==> config.mk <==
export PLATFORM = sky130hd
export DESIGN_NAME = instr_field_merge_flat
export DESIGN_NICKNAME = d
export VERILOG_FILES = /design/src/rtl/instr_field_merge_pkg.sv /design/src/rtl/instr_field_merge_if.sv /design/src/rtl/instr_field_merge_fifo.sv /design/src/rtl/instr_field_merge.sv /design/src/flat_wrapper.sv
export SDC_FILE = /design/constraint.sdc
export NUM_CORES = 1
export LEC_CHECK = 0
export ABC_AREA = 1
export CORE_ASPECT_RATIO = 0.8
export CORE_MARGIN = 1
export CORE_UTILIZATION = 35
export CTS_BUF_LIST = sky130_fd_sc_hd__clkbuf_16
export DETAILED_ROUTE_END_ITERATION = 12
export DONT_BUFFER_PORTS = 1
export PLACE_DENSITY = 0.58
export SKIP_CTS_REPAIR_TIMING = 1
export SLEW_MARGIN = 20
export SYNTH_ARGS = -nofsm -noshare
export SYNTH_HDL_FRONTEND = slang
export SYNTH_SLANG_ARGS = --single-unit
==> constraint.sdc <==
create_clock -name clk -period 1.4 [get_ports clk]
set_input_delay 0.28 -clock clk [delete_from_list [all_inputs] [get_ports clk]]
set_output_delay 0.28 -clock clk [all_outputs]
set_load 0.01 [all_outputs]
==> src/rtl/instr_field_merge_pkg.sv <==
// Instruction-format package for the field merger.
// Holds the field_sel encodings, the MIPS field bit positions and a helper
// that turns a field_sel code into a bit mask (1 = bit comes from the donor word).
package instr_fmt_pkg;

    // Widest instruction word the mask helper can describe.
    localparam int MAX_WL = 64;

    typedef enum logic [2:0] {
        FS_OPCODE = 3'd0,
        FS_RS     = 3'd1,
        FS_RT     = 3'd2,
        FS_RD     = 3'd3,
        FS_SHAMT  = 3'd4,
        FS_FUNCT  = 3'd5,
        FS_IMM    = 3'd6,
        FS_PASS   = 3'd7
    } field_sel_e;

    localparam int RS_HI    = 25;
    localparam int RS_LO    = 21;
    localparam int RT_HI    = 20;
    localparam int RT_LO    = 16;
    localparam int RD_HI    = 15;
    localparam int RD_LO    = 11;
    localparam int SHAMT_HI = 10;
    localparam int SHAMT_LO = 6;
    localparam int FUNCT_HI = 5;
    localparam int FUNCT_LO = 0;
    localparam int IMM_HI   = 15;
    localparam int IMM_LO   = 0;

    // Returns a MAX_WL-wide mask; callers size-cast it down to their word width.
    // The opcode field sits in the top opw bits of a wl-bit word.
    function automatic logic [MAX_WL-1:0] field_mask(input field_sel_e fs,
                                                     input int wl,
                                                     input int opw);
        logic [MAX_WL-1:0] m;
        int hi;
        int lo;
        m  = '0;
        hi = -1;
        lo = 0;
        case (fs)
            FS_OPCODE: begin hi = wl - 1;   lo = wl - opw; end
            FS_RS:     begin hi = RS_HI;    lo = RS_LO;    end
            FS_RT:     begin hi = RT_HI;    lo = RT_LO;    end
            FS_RD:     begin hi = RD_HI;    lo = RD_LO;    end
            FS_SHAMT:  begin hi = SHAMT_HI; lo = SHAMT_LO; end
            FS_FUNCT:  begin hi = FUNCT_HI; lo = FUNCT_LO; end
            FS_IMM:    begin hi = IMM_HI;   lo = IMM_LO;   end
            default:   begin hi = -1;       lo = 0;        end
        endcase
        for (int i = 0; i < MAX_WL; i++) begin
            if (i >= lo && i <= hi) m[i] = 1'b1;
        end
        return m;
    endfunction

endpackage

==> src/rtl/instr_field_merge_if.sv <==
// Handshake bundle for instr_field_merge.
//   master: drives in_valid/in1/in2/field_sel and out_ready (upstream + downstream side)
//   slave : the merger; drives in_ready, out_valid and out_word
interface instr_field_merge_if #(
    parameter int WL = 32
);
    logic          in_valid;
    logic          in_ready;
    logic [WL-1:0] in1;
    logic [WL-1:0] in2;
    logic [2:0]    field_sel;
    logic          out_valid;
    logic          out_ready;
    logic [WL-1:0] out_word;

    modport master (
        output in_valid, in1, in2, field_sel, out_ready,
        input  in_ready, out_valid, out_word
    );

    modport slave (
        input  in_valid, in1, in2, field_sel, out_ready,
        output in_ready, out_valid, out_word
    );
endinterface

==> src/rtl/instr_field_merge_fifo.sv <==
// merge_fifo: WL x DEPTH synchronous FIFO holding merged words.
// Ports: clk, rst_n (async active-low), push/pop requests (ignored when
// full/empty respectively), din, dout (entry at read pointer), full, empty.
// Storage is cleared on reset so dout reads zero straight out of reset.
module merge_fifo #(
    parameter int W     = 32,
    parameter int DEPTH = 2
) (
    input  logic         clk,
    input  logic         rst_n,
    input  logic         push,
    input  logic         pop,
    input  logic [W-1:0] din,
    output logic [W-1:0] dout,
    output logic         full,
    output logic         empty
);
    localparam int            AW      = $clog2(DEPTH);
    localparam logic [AW:0]   DEPTH_C = (AW+1)'(DEPTH);

    logic [W-1:0]  mem [DEPTH];
    logic [AW-1:0] wr_ptr;
    logic [AW-1:0] rd_ptr;
    logic [AW:0]   count;
    logic          do_push;
    logic          do_pop;

    assign full    = (count == DEPTH_C);
    assign empty   = (count == '0);
    // A full FIFO refuses the push even if a pop frees a slot on the same edge.
    assign do_push = push && !full;
    assign do_pop  = pop && !empty;
    assign dout    = mem[rd_ptr];

    always_ff @(posedge clk or negedge rst_n) begin
        if (!rst_n) begin
            wr_ptr <= '0;
            rd_ptr <= '0;
            count  <= '0;
            for (int i = 0; i < DEPTH; i++) mem[i] <= '0;
        end else begin
            if (do_push) begin
                mem[wr_ptr] <= din;
                wr_ptr      <= wr_ptr + 1'b1;
            end
            if (do_pop) rd_ptr <= rd_ptr + 1'b1;
            case ({do_push, do_pop})
                2'b10:   count <= count + 1'b1;
                2'b01:   count <= count - 1'b1;
                default: count <= count;
            endcase
        end
    end
endmodule

==> src/rtl/instr_field_merge.sv <==
// instr_field_merge: buffered instruction-word field merger.
// Each accepted transaction replaces the field chosen by field_sel in base
// word in1 with the same field of donor word in2; results drain in order
// through a DEPTH-entry buffer.
// Ports: clk, rst_n (async active-low), bus (slave side of the handshake
// bundle), merge_cnt (accepted transactions, wraps modulo 2^CW).
module instr_field_merge
    import instr_fmt_pkg::*;
#(
    parameter int WL    = 32,
    parameter int OPW   = 6,
    parameter int DEPTH = 2,
    parameter int CW    = 16
) (
    input  logic                clk,
    input  logic                rst_n,
    instr_field_merge_if.slave  bus,
    output logic [CW-1:0]       merge_cnt
);
    logic [WL-1:0] mask;
    logic [WL-1:0] merged;
    logic          full;
    logic          empty;
    logic          xfer;

    always_comb begin
        mask   = WL'(field_mask(field_sel_e'(bus.field_sel), WL, OPW));
        merged = (bus.in2 & mask) | (bus.in1 & ~mask);
    end

    // in_ready comes only from the registered fill level, never from out_ready.
    assign bus.in_ready  = !full;
    assign bus.out_valid = !empty;
    assign xfer          = bus.in_valid && !full;

    merge_fifo #(
        .W     (WL),
        .DEPTH (DEPTH)
    ) u_fifo (
        .clk   (clk),
        .rst_n (rst_n),
        .push  (bus.in_valid),
        .pop   (bus.out_ready),
        .din   (merged),
        .dout  (bus.out_word),
        .full  (full),
        .empty (empty)
    );

    always_ff @(posedge clk or negedge rst_n) begin
        if (!rst_n) merge_cnt <= '0;
        else if (xfer) merge_cnt <= merge_cnt + 1'b1;
    end
endmodule

==> src/flat_wrapper.sv <==
// flat-port wrapper written by rule: the top's interface ports become plain ports
module instr_field_merge_flat import instr_fmt_pkg::*;
#(
    parameter int WL    = 32,
    parameter int OPW   = 6,
    parameter int DEPTH = 2,
    parameter int CW    = 16
)
  (clk, rst_n, merge_cnt, bus_in_valid, bus_in1, bus_in2, bus_field_sel, bus_out_ready, bus_in_ready, bus_out_valid, bus_out_word);
  instr_field_merge_if #(.WL(WL)) bus_i ();
  input  logic clk;
  input  logic rst_n;
  output logic [CW-1:0] merge_cnt;
  input wire logic [$bits(bus_i.in_valid)-1:0] bus_in_valid;
  input wire logic [$bits(bus_i.in1)-1:0] bus_in1;
  input wire logic [$bits(bus_i.in2)-1:0] bus_in2;
  input wire logic [$bits(bus_i.field_sel)-1:0] bus_field_sel;
  input wire logic [$bits(bus_i.out_ready)-1:0] bus_out_ready;
  output wire logic [$bits(bus_i.in_ready)-1:0] bus_in_ready;
  output wire logic [$bits(bus_i.out_valid)-1:0] bus_out_valid;
  output wire logic [$bits(bus_i.out_word)-1:0] bus_out_word;
  assign bus_i.in_valid = bus_in_valid;
  assign bus_i.in1 = bus_in1;
  assign bus_i.in2 = bus_in2;
  assign bus_i.field_sel = bus_field_sel;
  assign bus_i.out_ready = bus_out_ready;
  assign bus_in_ready = bus_i.in_ready;
  assign bus_out_valid = bus_i.out_valid;
  assign bus_out_word = bus_i.out_word;
  instr_field_merge #(.WL(WL), .OPW(OPW), .DEPTH(DEPTH), .CW(CW)) u_core (.clk(clk), .rst_n(rst_n), .bus(bus_i), .merge_cnt(merge_cnt));
endmodule
==> flow_summary_export.csv, run 1 <==
group,metric,value,unit
hold_path,min_path_type,"in2async",
synthesis,synth_warnings,0,
sta,final_max_slew_viol_count,0,
clock_network,cts-root-buf,"clkbuf_16",
floorplanning,die_w,128,um
synthesis,synthMuxAreaShare,0,%
worst_setup_path,path_class,"reg2out",
floorplanning,core_area,0.0123,mm2
global_routing,grt_max_degree,85,
clock_network,path_clk_slew,0.06,ns
cells_and_area,final_core_util,44.4,%
sta,rsz0062_at_grt,"true",
job,max_cap_viol_count,0,
power,p_leak,0.00279,uW
power,powerDensity,2150,mW/mm2
synthesis,synth_compound_area_share,11.1,%
clock_network,cts_htree_levels,3,
sta,tns,-3.45,ns
power,p_int,6970,uW
sta,fmax,638,MHz
synthesis,synth_ff_type,"dfrtp_1",
synthesis,ys_top_cells_by_count,"270 x nand2_1, 84 x dfrtp_1, 73 x o21ai_0",
clock_network,cts_tree,"built",
synthesis,synth_edf_count,0,
worst_setup_path,path_max_fanout,19,
power,p_comb_share,46.0,%
worst_setup_path,arrival,1.29,ns
synthesis,synthCells,597,
clock_network,cts_buffer_depth,2,
clock_network,clk_latency,0.33,ns
global_routing,grt_pass1_vias,3643,
sta,hold_viol_final,84,
floorplanning,die_h,102,um
synthesis,async_flop_share,100,%
floorplanning,ios,121,
sta,period_share,112,%
floorplanning,placementRows,36,
synthesis,seq_area_frac_synth,47.6,%
sta,worst_pin_slew,0.354,ns
drt,num_vias,3896,
floorplanning,start_util,36.0,%
status,outcome,"finished with violations",
cells_and_area,drive_gt1_share,19.3,%
sta,period_minus_slack,1.57,ns
floorplanning,die-area,0.0131,mm2
clock_network,cts_buffers,9,
power,p_seq_share,36.3,%
cells_and_area,syn_to_final_growth,23.1,%
global_routing,grt_usage,17.6,%
synthesis,synthSimpleGateAreaFrac,30.0,%
sta,relSlewSlack,76.2,%
drt,first_iter_violations,221,
global_routing,grt_overflow,0,
sta,finalSetupViolations,32,
cells_and_area,n_antenna_cell,0,
power,clkPwrFrac,17.7,%
synthesis,synth_largest_area_cell,"dfrtp_1",
synthesis,synth_fa_ha_area_share,0.567,%
sta,holdWs,-0.355,ns
global_routing,grt_antenna_before_repair,0,
synthesis,synth_area_per_cell,7.40,um2
place,postPlaceCellArea,0.00495,mm2
place,io_buffers,0,
cells_and_area,nets,715,
synthesis,synth_top_cell_area_share,47.6,%
drt,drc,0,
drt,routed_wl,11.3,mm
sta,finClkSkew,0.00402,ns
synthesis,synth.ff_latch_count,84,
synthesis,synthTopCellsByArea,"dfrtp_1 48%, nand2_1 23%, o21ai_0 8.3%",
sta,setup_slack,-0.167,ns
worst_setup_path,crit_path_start_kind,"register",
status,failed_checks,"negative hold slack, negative setup slack",
worst_setup_path,crit_path_end_kind,"output pin",
power,swShare,40.4,%
global_routing,grt_pass1_wl,17.8,mm
synthesis,yosysMostFrequentCell,"nand2_1",
drt,wire_per_inst,13.9,um
place,dpl.hpwl,7.97,mm
synthesis,synth_top_family_by_area,"simple AND/OR/NAND/NOR gates",
drt,vias_per_cell,4.76,
synthesis,synth_xor_area_share,1.98,%
drt,drtAntennaViolNets,0,
power,power.total,11700,uW
drt,drt_pass1_iterations,4,
synthesis,synth_cell_types,28,
clock_network,cts_sinks,84,
worst_setup_path,critPathRequiredTime,1.12,ns
synthesis,synth_nets,670,
power,ir_drop,0.000647,V
place,gp_congestion,0.802,
power,switchingPower,4710,uW
synthesis,synthesis.area,0.00442,mm2
cells_and_area,fin_area,0.00544,mm2
==> flip-flops by register name (all words and copies together) (netlist names) <==
name and count:
u_core.merge_cnt 16, u_core.u_fifo.count 2, u_core.u_fifo.rd_ptr 1, u_core.u_fifo.wr_ptr 1
u_core.u_fifo.mem 64
==> power groups by stage <==
stage | combinational (uW) | clock [uW] | sequential, uW
4_1_cts | 4790 | 2130 | 4160
6_report | 5380 | 2060 | 4240
2_1_floorplan | 3100 | 0 | 4100
3_5_place_dp | 4760 | 0 | 4190
5_1_grt | 6070 | 2230 | 4380
3_3_place_gp | 4650 | 0 | 4160
==> logic make-up after synthesis <==
family / count (synthesis)
fa+ha+maj: 2
buf+inv: 88
compound gates: 88
simple gates: 325
xor+xnor: 10
flops: 84
==> worst max-delay path: stages (launching register included) <==
cell and delay, ns:
dfrtp_2 0.47, buf_12 0.18, o21ai_2 0.16, buf_4 0.14
==> through the flow <==
stage | instances | setup WS (ns)
global route | 818 | -0.222
finish | 818 | -0.167
floorplan | 597 | 0.0472
CTS | 812 | -0.304
detailed placement | 796 | -0.0563
global placement | 796 | -0.00831
==> final timing paths <==
check | from | endpoint | slack (ns) | cells past startpoint
worst min-delay path | rst_n | u_core.merge_cnt[10] | -0.36 | 0
worst min register to register | u_core.u_fifo.mem[6] | u_core.u_fifo.mem[6] | 0.49 | 2
min in group clk | bus_in_valid | u_core.u_fifo.wr_ptr | 0.17 | 3
worst max-delay path | u_core.u_fifo.rd_ptr | bus_out_word[30] | -0.17 | 3
max in group asynchronous | rst_n | u_core.u_fifo.mem[21] | 1.62 | 0
worst max register to register | u_core.u_fifo.count[0] | u_core.u_fifo.count[1] | 0.07 | 7
==> cells in the final DEF (no fill, tap or decap), drive strengths merged <==
cell type	count
dfrtp	84
nand3b	1
nand2	276
inv	65
o21ai	76
o21bai	10
ha	2
nor2	20
xor2	5
xnor2	5
nand4	5
nand3	25
a21oi	2
clkinv	6
buf	55
clkbuf	10
==> routing by layer <==
layer / routed length [um] / track usage (%)
met2: 5280 / 28.9
met4: 169 / 4.62
met1: 5160 / 22.9
met5: 0 / 0
met3: 731 / 5.24
==> layout make-up <==
type | count | area [um2]
Clock buffer | 9 | 225
Clock inverter | 7 | 26.3
Fill cell | 1272 | 6810
Inverter | 64 | 258
Multi-Input combinational cell | 427 | 2110
Sequential cell | 84 | 2110
Tap cell | 171 | 214
Timing Repair Buffer | 56 | 495
Note: power is estimated with default switching activity, not from simulation.
==> run 2: changes to the inputs <==
Settings changed: CORE_UTILIZATION 35 to 30, PLACE_DENSITY 0.58 to 0.52, SLEW_MARGIN 20 to not set.
==> flow_summary_export.csv, run 2 (synthesis results as in run 1) <==
group,metric,value,unit
status,outcome,"finished with violations",
status,failed_checks,"negative hold slack, negative setup slack",
clock_network,cts_buffer_depth,2,
job,max_cap_viol_count,0,
worst_setup_path,critPathRequiredTime,1.12,ns
cells_and_area,fin_area,0.00543,mm2
worst_setup_path,crit_path_end_kind,"output pin",
power,ir_drop,0.00122,V
power,p_comb_share,43.3,%
power,p_int,7250,uW
power,clkPwrFrac,21.6,%
worst_setup_path,max_stage_delay,0.45,ns
global_routing,grt_overflow,0,
global_routing,grt_antenna_before_repair,0,
worst_setup_path,r2r_setup_slack,0.05,ns
place,gp_congestion,0.820,
floorplanning,ios,121,
place,dpl.hpwl,8.01,mm
sta,worst_pin_slew,0.390,ns
worst_setup_path,r2r-start,"u_core.u_fifo.count[0]",
clock_network,cts_htree_levels,3,
worst_setup_path,cp_slowest_cell,"dfrtp_2",
cells_and_area,top_regs,"u_core.u_fifo.mem x64, u_core.merge_cnt x16, u_core.u_fifo.count x2",
cells_and_area,largest_reg_flops,64,
cells_and_area,syn_to_final_growth,22.9,%
sta,hold_viol_final,84,
clock_network,cts_buffers,9,
cells_and_area,layout_common_cells,"266 x nand2_1, 80 x dfrtp_1, 56 x inv_1, 56 x o21ai_0, 45 x buf_4",
place,io_buffers,0,
floorplanning,die-area,0.0152,mm2
global_routing,grt_pass1_wl,17.7,mm
sta,rsz0062_at_grt,"true",
global_routing,grt_pass1_vias,3496,
floorplanning,die_h,111,um
cells_and_area,instances_no_fill,828,
sta,relSlewSlack,73.7,%
worst_setup_path,arrival,1.32,ns
clock_network,cts_tree,"built",
global_routing,grt_usage,15.5,%
cells_and_area,drive_gt1_share,16.6,%
floorplanning,start_util,30.8,%
drt,vias_per_cell,4.58,
cells_and_area,n_antenna_cell,0,
sta,setup_slack,-0.201,ns
drt,drc,0,
hold_path,min_path_type,"in2async",
cells_and_area,layout_commonest_cell,"nand2_1",
clock_network,clk_latency,0.35,ns
clock_network,path_clk_slew,0.06,ns
floorplanning,core_area,0.0143,mm2
cells_and_area,multi_input_area,0.00200,mm2
worst_setup_path,crit_path_start_kind,"register",
clock_network,cts-root-buf,"clkbuf_16",
drt,wire_per_inst,13.8,um
sta,finClkSkew,0.00739,ns
power,switchingPower,4620,uW
power,p_seq_share,35.1,%
worst_setup_path,path_max_fanout,28,
power,swShare,38.9,%
drt,num_vias,3791,
floorplanning,die_w,138,um
sta,holdWs,-0.377,ns
worst_setup_path,critical_path.startpoint,"u_core.u_fifo.rd_ptr",
drt,drt_pass1_iterations,4,
worst_setup_path,crit_chain,"buf_12, o21ai_1, buf_4",
cells_and_area,top_register,"u_core.u_fifo.mem",
drt,drtAntennaViolNets,0,
cells_and_area,ff_latch_area,0.00211,mm2
drt,first_iter_violations,163,
drt,routed_wl,11.4,mm
power,p_leak,0.00279,uW
clock_network,cts_sinks,84,
sta,finalSetupViolations,32,
sta,final_max_slew_viol_count,0,
global_routing,grt_max_degree,85,
sta,fmax,625,MHz
sta,period_share,114,%
sta,period_minus_slack,1.60,ns
cells_and_area,fillers,1491,
floorplanning,placementRows,39,
cells_and_area,nets,712,
worst_setup_path,path_class,"reg2out",
place,postPlaceCellArea,0.00495,mm2
power,powerDensity,2180,mW/mm2
place,dp_cells,803,
-- run 2: layout make-up --
| class | instances | share of cell area [%] |
|---|---|---|
| Tap cell | 184 | 4.24 |
| Timing Repair Buffer | 55 | 9.59 |
| Multi-Input combinational cell | 425 | 36.8 |
| Clock inverter | 7 | 1.68 |
| Sequential cell | 84 | 38.8 |
| Inverter | 64 | 4.70 |
| Clock buffer | 9 | 4.15 |
-- run 2: worst max-delay path, delay by kind of cell (launching register included) --
family / cells / cell delay [ns]
AO/OA/AOI/OAI: 1 / 0.18
buffers and inverters: 2 / 0.33
flip-flops: 1 / 0.45
-- run 2: per-layer routing --
layer | vias up | GRT usage (%) | routed length (um)
met5 | - | 0 | 0
met3 | 11 | 6.29 | 971
li1 | 1932 | - | -
met4 | 0 | 4.32 | 106
met2 | 115 | 23.2 | 4970
met1 | 1733 | 20.5 | 5370
-- run 2: path summary, 6_finish.rpt --
check                                          to  cells after the start
min in group clk             u_core.u_fifo.wr_ptr                      3
hold / removal                u_core.merge_cnt[9]                      0
hold reg to reg             u_core.u_fifo.mem[26]                      2
setup reg to reg           u_core.u_fifo.count[1]                      7
max in group asynchronous    u_core.merge_cnt[13]                      0
setup / recovery                 bus_out_word[22]                      3
-- run 2: power groups by stage --
stage	registers, uW	logic, uW	clock network, uW
6_report	4160	5140	2570
5_1_grt	4310	5780	2760
4_1_cts	4150	4840	2670
3_5_place_dp	4180	4830	0
3_3_place_gp	4160	4730	0
2_1_floorplan	4100	3100	0
-- run 2: stage by stage --
stage	worst slack, ns	setup TNS [ns]	hold slack [ns]	util, %	total power (uW)
finish	-0.201	-4.36	-0.377	37.9	11900
CTS	-0.333	-7.78	-0.396	36.7	11700
floorplan	0.0472	0	-0.0156	-	7200
detailed placement	0.0151	0	-0.0120	34.5	9010
global placement	0.0560	0	-0.0119	34.5	8900
global route	-0.246	-6.87	-0.404	37.9	12800
==> run 3: changes to the inputs <==
Settings changed: CORE_MARGIN 1 to 4.
==> flow_summary_export.csv, run 3 (synthesis results as in run 1) <==
group,metric,value,unit
drt,vias_per_cell,4.58,
sta,hold_viol_final,84,
cells_and_area,top_regs,"u_core.u_fifo.mem x64, u_core.merge_cnt x16, u_core.u_fifo.count x2",
floorplanning,die_h,117,um
drt,routed_wl,12.1,mm
cells_and_area,instances_no_fill,829,
worst_setup_path,critPathRequiredTime,1.12,ns
global_routing,grt_pass1_vias,3579,
worst_setup_path,crit_path_start_kind,"register",
place,gp_congestion,0.831,
clock_network,clk_latency,0.35,ns
cells_and_area,syn_to_final_growth,23.5,%
sta,rsz0062_at_grt,"true",
global_routing,grt_max_degree,85,
cells_and_area,layout_commonest_cell,"nand2_1",
worst_setup_path,path_class,"reg2out",
sta,period_share,113,%
cells_and_area,final_core_util,38.0,%
sta,final_max_slew_viol_count,0,
drt,wire_per_inst,14.6,um
status,outcome,"finished with violations",
drt,drt_pass1_iterations,4,
cells_and_area,top_register,"u_core.u_fifo.mem",
power,power.total,11900,uW
sta,fmax,630,MHz
clock_network,path_clk_slew,0.06,ns
worst_setup_path,timing.rr.end,"u_core.u_fifo.count[1]",
hold_path,min_path_type,"in2async",
global_routing,grt_pass1_wl,18.6,mm
worst_setup_path,worstSetupEndpoint,"bus_out_word[19]",
sta,tns,-5.09,ns
cells_and_area,fin_area,0.00545,mm2
sta,setup_slack,-0.188,ns
worst_setup_path,crit_path_end_kind,"output pin",
sta,holdWs,-0.369,ns
floorplanning,placementRows,39,
drt,first_iter_violations,224,
cells_and_area,n_antenna_cell,0,
clock_network,cts_tree,"built",
sta,worst_pin_slew,0.394,ns
cells_and_area,largest_reg_flops,64,
place,postPlaceCellArea,0.00496,mm2
global_routing,grt_antenna_before_repair,0,
sta,relSlewSlack,73.4,%
cells_and_area,drive_gt1_share,18.8,%
power,powerDensity,2180,mW/mm2
drt,drtAntennaViolNets,0,
power,ir_drop,0.000846,V
sta,finalSetupViolations,32,
floorplanning,ios,121,
status,failed_checks,"negative hold slack, negative setup slack",
place,io_buffers,0,
clock_network,cts_htree_levels,3,
job,max_cap_viol_count,0,
worst_setup_path,r2r_setup_slack,0.03,ns
clock_network,cts_buffer_depth,2,
worst_setup_path,critical_path.startpoint,"u_core.u_fifo.rd_ptr",
floorplanning,die_w,144,um
worst_setup_path,path_max_fanout,8,
floorplanning,start_util,30.8,%
drt,num_vias,3795,
clock_network,cts_buffers,9,
power,p_leak,0.00279,uW
worst_setup_path,r2r-start,"u_core.u_fifo.count[0]",
floorplanning,die-area,0.0167,mm2
worst_setup_path,arrival,1.31,ns
worst_setup_path,worst-r2r-cell-count,7,
clock_network,cts-root-buf,"clkbuf_16",
cells_and_area,layout_common_cells,"252 x nand2_1, 80 x dfrtp_1, 58 x o21ai_0",
place,dp_cells,807,
clock_network,cts_sinks,84,
global_routing,grt_overflow,0,
drt,drc,0,
sta,finClkSkew,0.00717,ns
cells_and_area,nets,714,
floorplanning,core_area,0.0143,mm2
place,dpl.hpwl,8.56,mm
sta,period_minus_slack,1.59,ns
global_routing,grt_usage,14.3,%
-- run 3: changes by cell type in the layout (fill, tap and decap cells not counted), sizes merged --
cell      delta
buf          +1
bufinv       -1
clkbuf       +1
clkinv       -1
clkinvlp     +1
-- run 3: per-layer routing --
metal,share of wire [%],vias to the layer above,GRT usage (%)
li1,-,1933,-
met1,47,1730,19.2
met2,44,124,22.1
met3,8.5,8,5.44
met4,0.93,0,3.20
met5,0,-,0
-- run 3: how the worst min path moves through the flow --
stage	from	end	slack [ns]
CTS	rst_n	u_core.merge_cnt[0]	-0.38
detailed placement	rst_n	u_core.u_fifo.mem[38]	-0.01
floorplan	rst_n	u_core.merge_cnt[0]	-0.02
global route	rst_n	u_core.merge_cnt[9]	-0.39
finish	rst_n	u_core.u_fifo.mem[38]	-0.37
global placement	rst_n	u_core.u_fifo.mem[38]	-0.01
-- run 3: area by class of cell --
| cell class | instances | area [um2] |
|---|---|---|
| fillers | 1527 | 8890 |
| flip-flops and latches | 84 | 2110 |
| multi-input cells | 425 | 2030 |
| repair buffers | 57 | 544 |
| inverters | 64 | 259 |
| well taps | 184 | 230 |
| clock buffers | 9 | 225 |
| clock inverters | 6 | 56.3 |
-- run 3: metrics by stage --
step / setup WS (ns) / hold WS, ns
5_1_grt: -0.243 / -0.391
6_report: -0.188 / -0.369
3_5_place_dp: 0.0304 / -0.0115
2_1_floorplan: 0.0472 / -0.0156
4_1_cts: -0.356 / -0.381
3_3_place_gp: 0.0436 / -0.0108
-- run 3: power by group --
group	total (uW)	internal (uW)	switching [uW]
clock	2320	1360	968
sequential	4170	3500	667
combinational	5410	2320	3090
-- run 3: critical path, cell delays in order (launching register included) --
cell and delay (ns):
dfrtp_2 0.43, buf_6 0.13, clkinvlp_4 0.10, clkbuf_16 0.16
nand2_1 0.06, nand2_2 0.09
